===== src/rtl/mult_seq.sv =====
// mult_seq: sequential radix-2 signed multiplier for Q2.11 operands.
//
// One multiply takes 14 CALC cycles (one partial product per clock) followed
// by a single DONE cycle. Results are registered and held until the next
// operation completes.
//
// Ports
//   clk       rising-edge clock
//   rst       synchronous active-high reset
//   start     begin a multiply (only honoured in IDLE)
//   a, b      signed Q2.11 operands, captured on the accepting edge
//   busy      high in CALC and DONE
//   done      one-cycle pulse in DONE, when the result registers have updated
//   p_full    full 28-bit signed product
//   prod      Q2.11 product window p_full[24:11]
//   prod_msb  p_full[27:25], overflow guard bits for the downstream saturator
//   a13, b13  operand sign bits of the operation that produced the result
//   state_dbg current FSM state (0 IDLE, 1 CALC, 2 DONE)
//
// Handshake: start is a level request sampled only while idle; a request
// raised while busy is dropped, not queued. done is a single-cycle pulse and
// needs no acknowledge.

module mult_seq (
    input  logic        clk,
    input  logic        rst,
    input  logic        start,
    input  logic [13:0] a,
    input  logic [13:0] b,
    output logic        busy,
    output logic        done,
    output logic [27:0] p_full,
    output logic [13:0] prod,
    output logic [2:0]  prod_msb,
    output logic        a13,
    output logic        b13,
    output logic [1:0]  state_dbg
);

    typedef enum logic [1:0] {
        IDLE = 2'd0,
        CALC = 2'd1,
        DONE = 2'd2
    } state_t;

    state_t      state;
    state_t      state_next;

    logic [3:0]  cnt;
    logic [27:0] acc;
    logic [27:0] acc_next;
    logic [27:0] mcand_sh;   // sign-extended multiplicand, shifted left each step
    logic [13:0] mplier;     // multiplier, shifted right each step
    logic [27:0] pp;
    logic        a_sign_q;
    logic        b_sign_q;
    logic [27:0] p_full_q;
    logic        a13_q;
    logic        b13_q;

    // ---------------- FSM ----------------
    always_ff @(posedge clk) begin
        if (rst) state <= IDLE;
        else     state <= state_next;
    end

    always_comb begin
        state_next = state;
        case (state)
            IDLE:    if (start) state_next = CALC;
            CALC:    if (cnt == 4'd13) state_next = DONE;
            DONE:    state_next = IDLE;
            default: state_next = IDLE;
        endcase
    end

    // ---------------- datapath ----------------
    // Multiplier bit i weighs +2^i except the sign bit, which weighs -2^13,
    // so the last partial product is subtracted instead of added. Mod 2^28
    // this is exact for every operand pair, including -8192 * -8192.
    always_comb begin
        pp       = mplier[0] ? mcand_sh : 28'd0;
        acc_next = (cnt == 4'd13) ? (acc - pp) : (acc + pp);
    end

    always_ff @(posedge clk) begin
        if (rst) begin
            cnt      <= 4'd0;
            acc      <= 28'd0;
            mcand_sh <= 28'd0;
            mplier   <= 14'd0;
            a_sign_q <= 1'b0;
            b_sign_q <= 1'b0;
            p_full_q <= 28'd0;
            a13_q    <= 1'b0;
            b13_q    <= 1'b0;
        end else begin
            case (state)
                IDLE: begin
                    if (start) begin
                        mcand_sh <= {{14{a[13]}}, a};
                        mplier   <= b;
                        a_sign_q <= a[13];
                        b_sign_q <= b[13];
                        acc      <= 28'd0;
                        cnt      <= 4'd0;
                    end
                end
                CALC: begin
                    acc      <= acc_next;
                    mcand_sh <= mcand_sh << 1;
                    mplier   <= mplier >> 1;
                    if (cnt == 4'd13) begin
                        // All result registers change together on entry to DONE.
                        cnt      <= 4'd0;
                        p_full_q <= acc_next;
                        a13_q    <= a_sign_q;
                        b13_q    <= b_sign_q;
                    end else begin
                        cnt <= cnt + 4'd1;
                    end
                end
                default: ;
            endcase
        end
    end

    // ---------------- outputs ----------------
    assign busy      = (state != IDLE);
    assign done      = (state == DONE);
    assign p_full    = p_full_q;
    assign prod      = p_full_q[24:11];
    assign prod_msb  = p_full_q[27:25];
    assign a13       = a13_q;
    assign b13       = b13_q;
    assign state_dbg = state;

endmodule

===== config.mk =====
export PLATFORM = sky130hd
export DESIGN_NAME = mult_seq
export DESIGN_NICKNAME = d
export VERILOG_FILES = /design/src/rtl/mult_seq.sv
export SDC_FILE = /design/constraint.sdc
export NUM_CORES = 1
export LEC_CHECK = 0
export CAP_MARGIN = 20
export CORE_MARGIN = 8
export CORE_UTILIZATION = 50
export CTS_CLUSTER_SIZE = 40
export DETAILED_ROUTE_END_ITERATION = 8
export GPL_TIMING_DRIVEN = 1
export PLACE_DENSITY = 0.75
export SLEW_MARGIN = 20
export SYNTH_ARGS = -nofsm -noshare
export SYNTH_HDL_FRONTEND = slang
export SYNTH_SLANG_ARGS = --single-unit

===== constraint.sdc =====
create_clock -name clk -period 4.6 [get_ports clk]
set_input_delay 1.38 -clock clk [delete_from_list [all_inputs] [get_ports clk]]
set_output_delay 1.38 -clock clk [all_outputs]
set_load 0.03 [all_outputs]

# Word level (Yosys, flattened, before mapping)
# Cells that the tools add are included.
# op_classes
reduce_logical	7
muxes	14
eq_ne	5
addsub	3
# op_table
op	count
28-bit 2-to-1 mux	4
28-bit case mux with 2 select lines	2
28-bit adder	1
14-bit case mux with 2 select lines	1
28-bit subtractor	1
14-bit 2-to-1 mux	1
4-bit 2-to-1 mux	2
4-bit case mux with 2 select lines	1
2-bit AND reduction	4
4-bit by 1-bit adder with 4-bit output, second input constant	1
4-bit == test, second input constant	1
2-bit 2-to-1 mux	2
2-bit != test, second input constant	2
2-bit case mux with 2 select lines	1
2-bit nonzero test	2
2-bit by 1-bit == test with 1-bit output, second input constant	1
2-bit == test, second input constant	1
2-bit zero test	1
# word_totals
output_inout_bits	51
word_cells	39
regBits	108
in_bits	31

# Depth between registers and ports, before layout
# Gate-level depths: netlist (run 1).
# logic_depth
word_depth	4
mapped_depth	19
depth_no_buf	16

# Least setup slack after synthesis (run 1)
# Ideal clock, no wire load.
# synth_path
path_type	flip-flop to flip-flop
from	register mplier[0]
to	register p_full_q[24] (netlist: p_full[24])
stages_incl_launch_ff	20
setup_time_ps	63
t_required_ps	4537
t_arrival_ps	4010
synth_period_minus_slack_ps	4073
setup_slack_ps	527
cell_sequence	dfxtp_1 > buf_1 > clkbuf_1 > buf_1 > nand2_1 > ha_1 > buf_4 > and2_1 > nor2_1 > nor3_1 > a311o_1 > ha_1 > clkbuf_1 > and4_1 > and3_1 > nand3_1 > a211oi_1 > nor3_1 > or4_1 > nand3_1
# synth_between
elab_chain_cells	3
elab_cells_between_ends	4
# synth_lines
element	line_no	text
start: declaration	53	logic [13:0] mplier;
start signal: assignment	112	mplier <= mplier >> 1;
28-bit 2-to-1 mux (*)	82	pp = mplier[0] ? mcand_sh : 28'd0;
28-bit adder or 28-bit subtractor (tied branches)	83	acc_next = (cnt == 4'd13) ? (acc - pp) : (acc + pp);
28-bit 2-to-1 mux (*)	83	
end signal: assignment	116	p_full_q <= acc_next;
end: declaration	57	logic [27:0] p_full_q;
# Mark *: on every way between the ends. The rest lies on a longest branch, timed or not.
# A chain may end at the register's enable or synchronous reset.

# Worst setup path in the final report (run 1)
# layout_path
from	register mcand_sh[11]
to	register p_full_q[24] (netlist: p_full[24])
# layout_between
elab_chain_cells	3
elab_cells_between_ends	4
# layout_lines
element	line_no	text
start: declaration	52	logic [27:0] mcand_sh;
start signal: assignment	101	mcand_sh <= {{14{a[13]}}, a};
start signal: assignment	111	mcand_sh <= mcand_sh << 1;
28-bit 2-to-1 mux (*)	82	
28-bit adder or 28-bit subtractor (tied branches)	83	
28-bit 2-to-1 mux (*)	83	
# Marked as above.

==> key figures, run 1 <==
Routing
  • Met3 wire length: 1046 um
  • Vias: between 6,000 and 7,000
  • Routed len/inst: about 17 um
  • Via/cell ratio: approximately 6
  • Drt drc: 0
  • TritonRoute pass-1 iters: 5
  • DR WL met2: 8495 um
  • Wl on met1: about 8100 um
  • Antenna-violating nets left: 0
  • Post-Route WL: 18,110 um
  • Drt initial violations: 513
  • Top sig layer: met4

Power
  • VDD IR-drop max: 0.0003081 V
  • Lkg Pwr: between 2 and 3 nW
  • Power per cell area: 448.1 nW/um^2

Final layout
  • Filler cells: roughly 1,200
  • Layout Nets: around 950
  • P&R area growth vs syn: 17.07%
  • Layout cell share with drive strength beyond 1: 0.05140
  • Most frequent cells in the layout: 155 x nand2_1, 108 x dfxtp_1, 81 x a21oi_1
  • Most common cell after layout, fill and taps aside: nand2_1
  • Non-Filler Cell Area, Final: 7629 sq um
  • Antenna cells: 0

Yosys
  • EDFF count, synth: 0
  • Synth Area per Inst: 7.612 sq um
  • Number of synthesized register bits: approximately 110
  • Post-synthesis async set-or-reset flop share: 0
  • Mapped cell area: 6516 sq um
  • Ys Warns: 0
  • Syn Nets: 918
  • Synth cell types: 68
  • Most used DFF post-synth: dfxtp_1
  • Post-Synthesis Cells: 856
  • Seq/Total Area, Yosys: 0.3318

Floorplanning
  • Num rows: 41
  • Ports: between 80 and 90
  • Die Height: 130.2 um
  • Core Region: 12,670 sq um
  • Initial core utilization: 0.5143
  • Die Wd: around 130 um
  • Die ar.: 16,940 sq um

STA
  • Achievable frequency: ~240 MHz
  • Max_slew headroom: 0.4144
  • Final Skew: roughly 0.0085 ns
  • Fin crit period: 4.178 ns
  • Max Slew Vio Count: 0
  • RSZ-0062 raised after global routing: false
  • Worst-margin pin slew: 0.8751 ns
  • Period utilization: 0.9083
  • Final setup violation count: 0
  • Final hold violation count: 0
  • Fin Setup TNS: 0 ns

Worst setup path
  • Worst EP arrival: 4.48 ns
  • Worst-path fanout max: 9
  • Reg2reg path depth: 14
  • Crit path required time: 4.91 ns
  • Start-to-end type of the worst setup path: register to register
  • Element type at the critical path end: register
  • CP Launch Type: register

GRT
  • Largest net degree at the start of global routing: 52
  • Vias in the first global route: between 5,000 and 6,000
  • First-pass GRT wire length: around 30,000 um
  • GR Util All Layers: 0.2188
  • Initial antenna violation count: 0
  • Congestion Overflow GR: 0

Clocking
  • H-tree lvl count: 3
  • Clock buffer depth: 2
  • Clk Tree Root Cell: clkbuf_16
  • CTS tree: done
  • CTS Buf Count: 9
  • CTS sink cnt: 108
  • CTS resizes: 0
  • Number of post-CTS setup repair buffers: 0
  • Clock latency on the worst-skew pair: 0.36 ns
  • Hold-fix buffers at CTS: 0
  • Clk slew on worst S/H paths: 0.07 ns

Flow run
  • Max cap viols: 0

Place
  • Dpl hpwl: 13,270 um
  • GP Congestion: between 0.9 and 1
  • IO Port Bufs: 81
  • Area after DPL: 7313 sq um

Hold path
  • Class of the tightest hold or removal check: register to register
  • Hold Path Depth: 2

Outcome
  • Status: completed
[registers in the layout (all words and copies together) (netlist names)]
signal,cells
mcand_sh,28
cnt,4
b_sign_q,1
a_sign_q,1
b13,1
acc,28
state_dbg,2
p_full,28
a13,1
mplier,14
[metrics by stage]
stage / util / power [mW] / worst slack (ns) / std cells / hold WS (ns)
floorplan: - / 2.216 / 0.5273 / 856 / 0.4315
global placement: 0.5772 / 2.591 / 0.6030 / 1051 / 0.4415
detailed placement: 0.5772 / 2.578 / 0.5170 / 1051 / 0.4476
CTS: 0.6021 / 3.409 / 0.4771 / 1067 / 0.4579
global route: 0.6021 / 3.634 / 0.1659 / 1067 / 0.4767
finish: 0.6021 / 3.418 / 0.4219 / 1067 / 0.4549
[where the power goes]
group	total, mW	leakage, nW	internal [mW]	switching (mW)
logic	1.50	1.82	0.583	0.912
registers	1.09	0.883	1.02	0.0745
clock network	0.829	0.156	0.448	0.381
[critical path, cell delays in order, from the launching register on]
cell,delay (ns)
dfxtp_1,0.35
or3_1,0.44
or4_1,0.45
o41ai_1,0.25
and2_1,0.21
a21oi_1,0.08
a311o_1,0.38
ha_1,0.47
and4_1,0.30
and3_1,0.22
nand3_1,0.11
a211oi_1,0.26
nor3_1,0.12
or4_1,0.41
nand3_1,0.07
[final cells by class]
type | instances | area [sq um] | area share
multi-input combinational | 661 | 3969 | 0.5203
sequential | 108 | 2162 | 0.2834
timing repair buffer | 95 | 910.9 | 0.1194
clock buffer | 10 | 239.0 | 0.03133
tap | 172 | 215.2 | 0.02821
clock inverter | 6 | 76.32 | 0.01000
inverter | 15 | 56.30 | 0.007381
[metal layers]
metal  vias to the layer above  global-route usage
met5                         -                   0
met4                         0             0.08197
met3                        39             0.04978
met2                       193              0.3620
met1                      2870              0.2715
li1                       3136                   -
[synth_stat cells, types with 5 or more instances]
library cell | number | share of area
xor2_1 | 17 | 0.023
nand3_1 | 26 | 0.020
buf_4 | 18 | 0.021
ha_1 | 30 | 0.058
or4_1 | 6 | 0.0069
nor2b_1 | 5 | 0.0048
clkbuf_1 | 49 | 0.028
nor2_1 | 79 | 0.046
a22o_1 | 6 | 0.0081
a211oi_1 | 8 | 0.0092
and3_1 | 9 | 0.0086
a22oi_1 | 25 | 0.029
nand4_1 | 8 | 0.0077
a21o_1 | 8 | 0.0092
nor3_1 | 15 | 0.012
nand2_1 | 155 | 0.089
o21ai_1 | 17 | 0.013
o21a_1 | 6 | 0.0069
xnor2_1 | 18 | 0.024
and2_1 | 7 | 0.0067
or3_1 | 5 | 0.0048
dfxtp_1 | 108 | 0.33
a21oi_1 | 81 | 0.062
inv_1 | 14 | 0.0081
a311oi_1 | 29 | 0.039
a31oi_1 | 14 | 0.013
o21bai_1 | 5 | 0.0058
o21ai_0 | 26 | 0.020
[kinds of logic (layout without fill, tap and decap cells)]
family / count (synthesis) / in the layout / share of synthesized area
xor gates and xnor gates: 36 / 36 / 0.04954
muxes: 3 / 3 / 0.004800
DFF: 108 / 108 / 0.3318
and+or+nand+nor: 333 / 333 / 0.2300
buffers and inverters: 87 / 126 / 0.06183
adders and majority gates: 31 / 31 / 0.06068
AOI/OAI and AO/OA: 258 / 258 / 0.2613
[final timing paths]
check | start | end | slack [ns]
hold reg to reg | p_full[6] | p_full[6] | 0.45
setup reg to reg | mcand_sh[11] | p_full[24] | 0.42
setup / recovery | mcand_sh[11] | p_full[24] | 0.42
hold / removal | p_full[6] | p_full[6] | 0.45
No activity file was read; power rests on OpenSTA's default activity.
==> inputs of run 2 (changes only) <==
--- a/config.mk
+++ b/config.mk
@@ -12,6 +12,7 @@
 export DETAILED_ROUTE_END_ITERATION = 8
 export GPL_TIMING_DRIVEN = 1
 export PLACE_DENSITY = 0.75
+export SKIP_LAST_GASP = 1
 export SLEW_MARGIN = 20
 export SYNTH_ARGS = -nofsm -noshare
 export SYNTH_HDL_FRONTEND = slang
==> results of run 2 <==
No change in the layout: final DEF, timing and power equal those of run 1.
